### src/rtl/regfile_scoreboard.sv
// regfile_scoreboard: operand register file with write-back mux, write-to-read
// bypass, a pending-load scoreboard and a power-up clearing sweep.
module regfile_scoreboard #(
  parameter int DATA_W   = 32,
  parameter int ADDR_W   = 5,
  parameter bit ZERO_REG = 1'b1
) (
  input  logic              clk,
  input  logic              rst,
  input  logic [ADDR_W-1:0] rs1_addr,
  input  logic [ADDR_W-1:0] rs2_addr,
  output logic [DATA_W-1:0] rs1_data,
  output logic [DATA_W-1:0] rs2_data,
  input  logic              wb_en,
  input  logic              wb_sel,
  input  logic [ADDR_W-1:0] wb_addr,
  input  logic [DATA_W-1:0] wb_mem_data,
  input  logic [DATA_W-1:0] wb_alu_data,
  input  logic              ld_issue,
  input  logic [ADDR_W-1:0] ld_addr,
  output logic              hazard,
  output logic              init_done
);

  localparam int DEPTH = 2 ** ADDR_W;
  // One extra bit so the terminal compare can never alias a wrapped pointer.
  localparam logic [ADDR_W:0] PTR_LAST = (ADDR_W + 1)'(DEPTH - 1);

  typedef enum logic {
    S_INIT,
    S_RUN
  } state_t;

  state_t              state_q, state_d;
  logic [ADDR_W:0]     ptr_q, ptr_d;
  logic [DEPTH-1:0]    busy_q, busy_d;
  logic [DATA_W-1:0]   regs_q [DEPTH];

  logic                run;
  logic [DATA_W-1:0]   wdata;
  logic                mem_we;
  logic [ADDR_W-1:0]   mem_waddr;
  logic [DATA_W-1:0]   mem_wdata;
  logic                pend1, pend2;

  assign run       = (state_q == S_RUN);
  assign init_done = run;
  assign wdata     = wb_sel ? wb_mem_data : wb_alu_data;

  // Next-state: sweep pointer, array write port selection and scoreboard update.
  always_comb begin
    // NOTE: every signal gets a default first so no path leaves it unassigned (no latch).
    state_d   = state_q;
    ptr_d     = ptr_q;
    busy_d    = busy_q;
    mem_we    = 1'b0;
    mem_waddr = wb_addr;
    mem_wdata = wdata;
    if (!run) begin
      // Sweep: clear one entry per edge; write-back and load issue are ignored.
      mem_we    = 1'b1;
      mem_waddr = ptr_q[ADDR_W-1:0];
      mem_wdata = '0;
      ptr_d     = ptr_q + 1'b1;
      if (ptr_q == PTR_LAST) state_d = S_RUN;
    end else begin
      mem_we = wb_en && !(ZERO_REG && (wb_addr == '0));
      if (wb_en && wb_sel) busy_d[wb_addr] = 1'b0;
      // Set is applied after clear so a newer load to the same register stays pending.
      if (ld_issue && !(ZERO_REG && (ld_addr == '0))) busy_d[ld_addr] = 1'b1;
    end
  end

  // Control state: FSM, sweep pointer and busy bits, all cleared by reset.
  always_ff @(posedge clk or posedge rst) begin
    // NOTE: sequential state uses non-blocking assignments so all flops update together.
    if (rst) begin
      state_q <= S_INIT;
      ptr_q   <= '0;
      busy_q  <= '0;
    end else begin
      state_q <= state_d;
      ptr_q   <= ptr_d;
      busy_q  <= busy_d;
    end
  end

  // Register array storage.
  always_ff @(posedge clk) begin
    // NOTE: the array has no reset so it maps onto plain RAM/flops; the sweep clears it.
    if (mem_we) regs_q[mem_waddr] <= mem_wdata;
  end

  // Read ports with zero-register, bypass and pending-load hazard detection.
  always_comb begin
    rs1_data = '0;
    rs2_data = '0;
    if (run && !(ZERO_REG && (rs1_addr == '0)))
      rs1_data = (wb_en && (wb_addr == rs1_addr)) ? wdata : regs_q[rs1_addr];
    if (run && !(ZERO_REG && (rs2_addr == '0)))
      rs2_data = (wb_en && (wb_addr == rs2_addr)) ? wdata : regs_q[rs2_addr];
    // A load returning this cycle is forwarded, so it does not stall.
    pend1  = busy_q[rs1_addr] && !(wb_en && wb_sel && (wb_addr == rs1_addr));
    pend2  = busy_q[rs2_addr] && !(wb_en && wb_sel && (wb_addr == rs2_addr));
    hazard = run && (pend1 || pend2);
  end

endmodule

### config.mk
export PLATFORM = sky130hd
export DESIGN_NAME = regfile_scoreboard
export DESIGN_NICKNAME = d
export VERILOG_FILES = /design/src/rtl/regfile_scoreboard.sv
export SDC_FILE = /design/constraint.sdc
export NUM_CORES = 1
export LEC_CHECK = 0
export ABC_CLOCK_PERIOD_IN_PS = 3700
export CAP_MARGIN = 20
export CORE_UTILIZATION = 48
export CTS_BUF_LIST = sky130_fd_sc_hd__clkbuf_16
export CTS_CLUSTER_SIZE = 40
export DETAILED_ROUTE_END_ITERATION = 7
export PLACE_DENSITY = 0.69
export SETUP_SLACK_MARGIN = 0.05
export SYNTH_ARGS = -nofsm -noshare
export SYNTH_HDL_FRONTEND = slang
export SYNTH_SLANG_ARGS = --single-unit
### constraint.sdc
create_clock -name clk -period 3.7 [get_ports clk]
set_clock_uncertainty 0.1 [all_clocks]
set_input_delay 0.555 -clock clk [delete_from_list [all_inputs] [get_ports clk]]
set_output_delay 0.555 -clock clk [all_outputs]
set_load 0.01 [all_outputs]
# After elaboration in Yosys (flattened, before gate mapping)
# Memory sizes are Yosys's and may differ from the RTL's.
# Index checks and enable logic that the tools add are counted.
# op_classes
addsub,1
multipliers,0
n_eq_ne,3
mux,23
div_mod_pow,0
bitwise_logic,3
shifts,0
order_cmp,6
n_reduce_logical,25
# ops
operator,n
$mux W32,9
$and A32 B32 Y32,1
$not A32 Y32,1
$or A32 B32 Y32,1
$lt A5 B6 Y1 const B,4
$logic_not A5 Y1,4
$logic_and A1 B1 Y1,14
$bmux W1 S5,2
$demux W1 S5,2
$eq A5 B5 Y1,2
$ge A5 B1 Y1 const B,2
$mux W1,9
$add A6 B1 Y6 const B,1
$eq A6 B5 Y1 const B,1
$logic_not A1 Y1,6
$mux W5,1
$logic_or A1 B1 Y1,1
# word_totals
ff_bits,39
input_bits,89
rom_bits,0
mem_count,1
latchBits,0
ramBits,1024
# memory_table
memory,depth,word_bits,rd,rd_ports_with_merged_regs,wr,line_no,text
regs_q,32,32,2,0,1,37,logic [DATA_W-1:0] regs_q [DEPTH];

# Longest topological paths before layout
# depth
ltp_word,10
depth_mapped,9
ltp_nobuf,5

# Worst setup path after synthesis
# Ideal clock, no wire load.
# synth_path
kind,register -> register
from,"register state_q, in the netlist init_done"
to,"memory regs_q[19][0], enable pin"
arrival_ns,2.873
required_time_ns,3.179
slack_ns,0.305
stages_incl_launch_ff,6
setup_time_ns,0.421
cell_sequence,dfrtp_1 > clkbuf_1 > clkbuf_1 > mux2i_1 > nand2_1 > nor2_1
# synth_via
elab_chain_cells,3
# synth_rtl
element,line_no,text
start: declaration,34,"state_t state_q, state_d;"
start signal: assignment,82,state_q <= state_d;
$mux W1,59,if (!run) begin
$mux W1,91,if (mem_we) regs_q[mem_waddr] <= mem_wdata;
$mux W1 (not written as such),91,
end: declaration,37,
# Parallel ways exist; a longest one is shown, timed or not.

# Final worst setup path
# layout_path
from,input rs1_addr[4]
to,output rs1_data[14]
# layout_via
elab_chain_cells,4
# layout_rtl
element,line_no,text
start: declaration,10,"input logic [ADDR_W-1:0] rs1_addr,"
branches (longest 3 deep; another with $mem_v2 Z32 W32),-,
$mux W32 *,98,if (run && !(ZERO_REG && (rs1_addr == '0)))
end: declaration,12,"output logic [DATA_W-1:0] rs1_data,"
# Every way passes the cells marked *.

==> metrics.cfg <==
[sta]
worst_pin_slew_ns = 1.04
grt_setup_unrepaired = yes
fin_crit_ns = 3.64
report.final.slew_viol_count = 0
finalSetupViolations = 0
max_freq_ghz = 0.275
min_period_over_period_pct = 98.3
final_hold_viol_count = 0
fin_tns_setup_ns = 0
slew_headroom_pct = 30.6

[route]
vias = 33800
ant_nets = 0
drt_pre_antenna_iters = 6
drc_errors = 0
vias_per_cell = 7.19
wl_per_cell_um = 36.3
drt_wl_total_um = 170000
drt_iter0_drc = 5704

[clocking]
htree_levels = 3
cts_tree = yes
cts-root-buf = clkbuf_16
clk_latency_ns = 0.69
clkTransAtPathRegs_ns = 0.06
cts_max_path_buffers = 3
clock-sinks = 1063
numCtsBuffers = 108

[placed_design]
io_buffers = 154
routabilityCongestion = 0.912
dpl-instance-area_um2 = 57200
dpl.hpwl_um = 103000

[power_and_ir_drop]
p_per_area_nw_per_um2 = 449
intPower_w = 0.0212
switching_power_w = 0.00647
p_leak_nw = 20.3
peakVddDrop_v = 0.000359
swShare_pct = 23.4
clkPwrFrac_pct = 39.9
combPwrFrac_pct = 11.5
seq_power_share_pct = 48.5

[synth]
seq_area_frac_synth_pct = 62.9
synth_ff_type = edfxtp_1
syn_area_um2 = 50400
yosys_warnings = 0
yosysUniqueCellTypes = 61
async_flop_share_pct = 3.67
synth_common_cells = edfxtp_1 (1024), mux4_2 (506), a22oi_1 (167)
synth.ff_latch_count = 1063
synthTopCellsByArea = edfxtp_1 (61%), mux4_2 (23%), a22oi_1 (2.5%)
synth_top_cell_by_area = edfxtp_1
yosysMostFrequentCell = edfxtp_1
postSynthAreaPerCell_um2 = 18.2
synthDominantCellAreaShare_pct = 61.0
syn_inst = 2764
syn_nets = 2854
synth_edf_count = 1024

[finish]
antennaDiodeCount = 0
multi_input_area_um2 = 18200
seqCellArea_um2 = 31700
fillers = 7415
syn_to_final_growth_pct = 22.2
fin_nets = 3324
layout-drive-gt1-share_pct = 37.2
finalInstanceArea_um2 = 61600

[worst_setup_path]
path_cells = clkdlybuf4s50_1 -> buf_6 -> buf_4 -> xnor2_1 -> nand3_1 -> nor2_4 -> buf_12 -> buf_4 -> nor3_1 -> a211oi_1 -> buf_4 -> dlygate4sd2_1
cp-end-kind = output pin
cpMostUsedCell = buf_4
crit_path_max_fanout = 6
required_ns = 3.04
criticalPathCategory = input port to output pin
reg2reg_depth = 7
cpPeakStageDelay_ns = 0.48
arrival_ns = 2.98
crit_path_top_delay_cell = clkdlybuf4s50_1
start_kind = input port

[die]
start_util_pct = 48.6
coreArea_um2 = 104000
pin_count = 155
fp.dieH_um = 326
dieWidth_um = 326
rows = 118
die_area_um2 = 106000

[global_route]
grtUsageMet3_pct = 8.20
grt_usage_pct = 31.9
grt_max_degree = 65
antenna_found_initial = 1
use_met1_pct = 43.4
first_global_vias = 33600
overflow = 0
busiest_layer = met2
grt_pass1_wl_um = 242000
gr-usage-met2_pct = 48.8

[worst_hold_path]
min_path_type = input port to async pin

[outcome]
status = finished clean

[job]
cap_violations = 0

state kept, by name (all words and copies together) (netlist names):
register / count
regs_q: 1024
init_done: 1
ptr_q: 6
busy_q: 32
critical path: cells and delay by family:
family / cells / cell delay, ns
buffers and inverters: 7 / 1.59
and+or+nand+nor: 3 / 0.41
xor gates and xnor gates: 1 / 0.14
AOI/OAI and AO/OA: 1 / 0.26
routing by layer:
metal	vias up	share of wire (%)
met5	-	0
met4	0	4.6
met3	491	14
met2	2889	46
met1	17500	35
li1	12800	-
power groups by stage:
| stage | Combinational, W | Sequential, W | Clock [W] |
|---|---|---|---|
| floorplan | 0.00162 | 0.0137 | 0 |
| global placement | 0.00300 | 0.0137 | 0 |
| detailed placement | 0.00306 | 0.0137 | 0 |
| CTS | 0.00311 | 0.0134 | 0.0111 |
| global route | 0.00331 | 0.0134 | 0.0115 |
| finish | 0.00319 | 0.0134 | 0.0110 |
logic make-up (layout without fill, tap and decap cells):
| logic type | after synthesis | in the layout | share of synthesized area (%) |
|---|---|---|---|
| buffers and inverters | 235 | 789 | 2.29 |
| multiplexers | 592 | 592 | 24.4 |
| AO/OA/AOI/OAI | 441 | 441 | 5.97 |
| XOR/XNOR | 15 | 15 | 0.261 |
| flip-flops | 1063 | 1063 | 62.9 |
| AND/OR/NAND/NOR | 417 | 417 | 4.11 |
| adder cells (fa/ha/maj) | 1 | 1 | 0.0248 |
path summary, 6_finish.rpt:
kind	startpoint	endpoint	slack [ns]
min in group clk	ptr_q[5]$_DFFE_PP0N_	ptr_q[5]$_DFFE_PP0N_	0.38
worst min-delay path	rst	init_done$_DFF_PP0_	0.20
worst min register to register	ptr_q[5]$_DFFE_PP0N_	ptr_q[5]$_DFFE_PP0N_	0.38
worst max register to register	init_done$_DFF_PP0_	regs_q[9][29]$_DFFE_PP_	0.68
max in group asynchronous	rst	busy_q[15]$_DFFE_PP0P_	2.89
worst max-delay path	rs1_addr[4]	rs1_data[14]	0.06
final cells by class:
cell class / instances / area share [%]
multi-input combinational: 1466 / 29.6
sequential: 1063 / 51.5
inverter: 9 / 0.0549
tap: 1380 / 2.80
clock inverter: 81 / 1.15
clock buffer: 113 / 4.59
timing repair buffer: 586 / 10.3
repair_timing:
action,CTS,global route
resized for setup,114,40
cloned,5,2
hold buffers,0,0
pin swaps,11,10
endpoints found under the hold margin,0,0
setup endpoints to repair,65,23
setup buffers,17,11
placed cells by master (no fill, tap or decap), types with 13 or more instances in the layout:
| cell | count |
|---|---|
| a211oi_1 | 53 |
| a21oi_1 | 45 |
| a22oi_1 | 164 |
| buf_12 | 100 |
| buf_4 | 314 |
| bufinv_16 | 13 |
| clkbuf_16 | 115 |
| clkdlybuf4s50_1 | 83 |
| clkinv_1 | 30 |
| clkinv_2 | 15 |
| dfrtp_1 | 38 |
| dlygate4sd2_1 | 46 |
| edfxtp_1 | 1024 |
| inv_1 | 22 |
| mux2_2 | 33 |
| mux2i_1 | 53 |
| mux4_2 | 506 |
| nand2_1 | 98 |
| nand3_1 | 100 |
| nor2_1 | 30 |
| nor2_4 | 36 |
| nor2b_1 | 44 |
| nor3_1 | 25 |
| nor3_2 | 14 |
| o21ai_0 | 73 |
| o221ai_1 | 13 |
| o22ai_1 | 22 |
| xnor2_1 | 14 |
through the flow:
step                instances  setup WS (ns)  util, %  hold slack, ns  total power, W
floorplan                2764          0.305        -           0.346          0.0153
global placement         4468         -0.377     55.1           0.362          0.0167
detailed placement       4469         -0.357     55.1           0.377          0.0167
CTS                      4685        0.00152     59.1           0.208          0.0276
global route             4698        -0.0153     59.3           0.256          0.0282
finish                   4698         0.0617     59.3           0.199          0.0276
(Power assumes the default switching activity.)
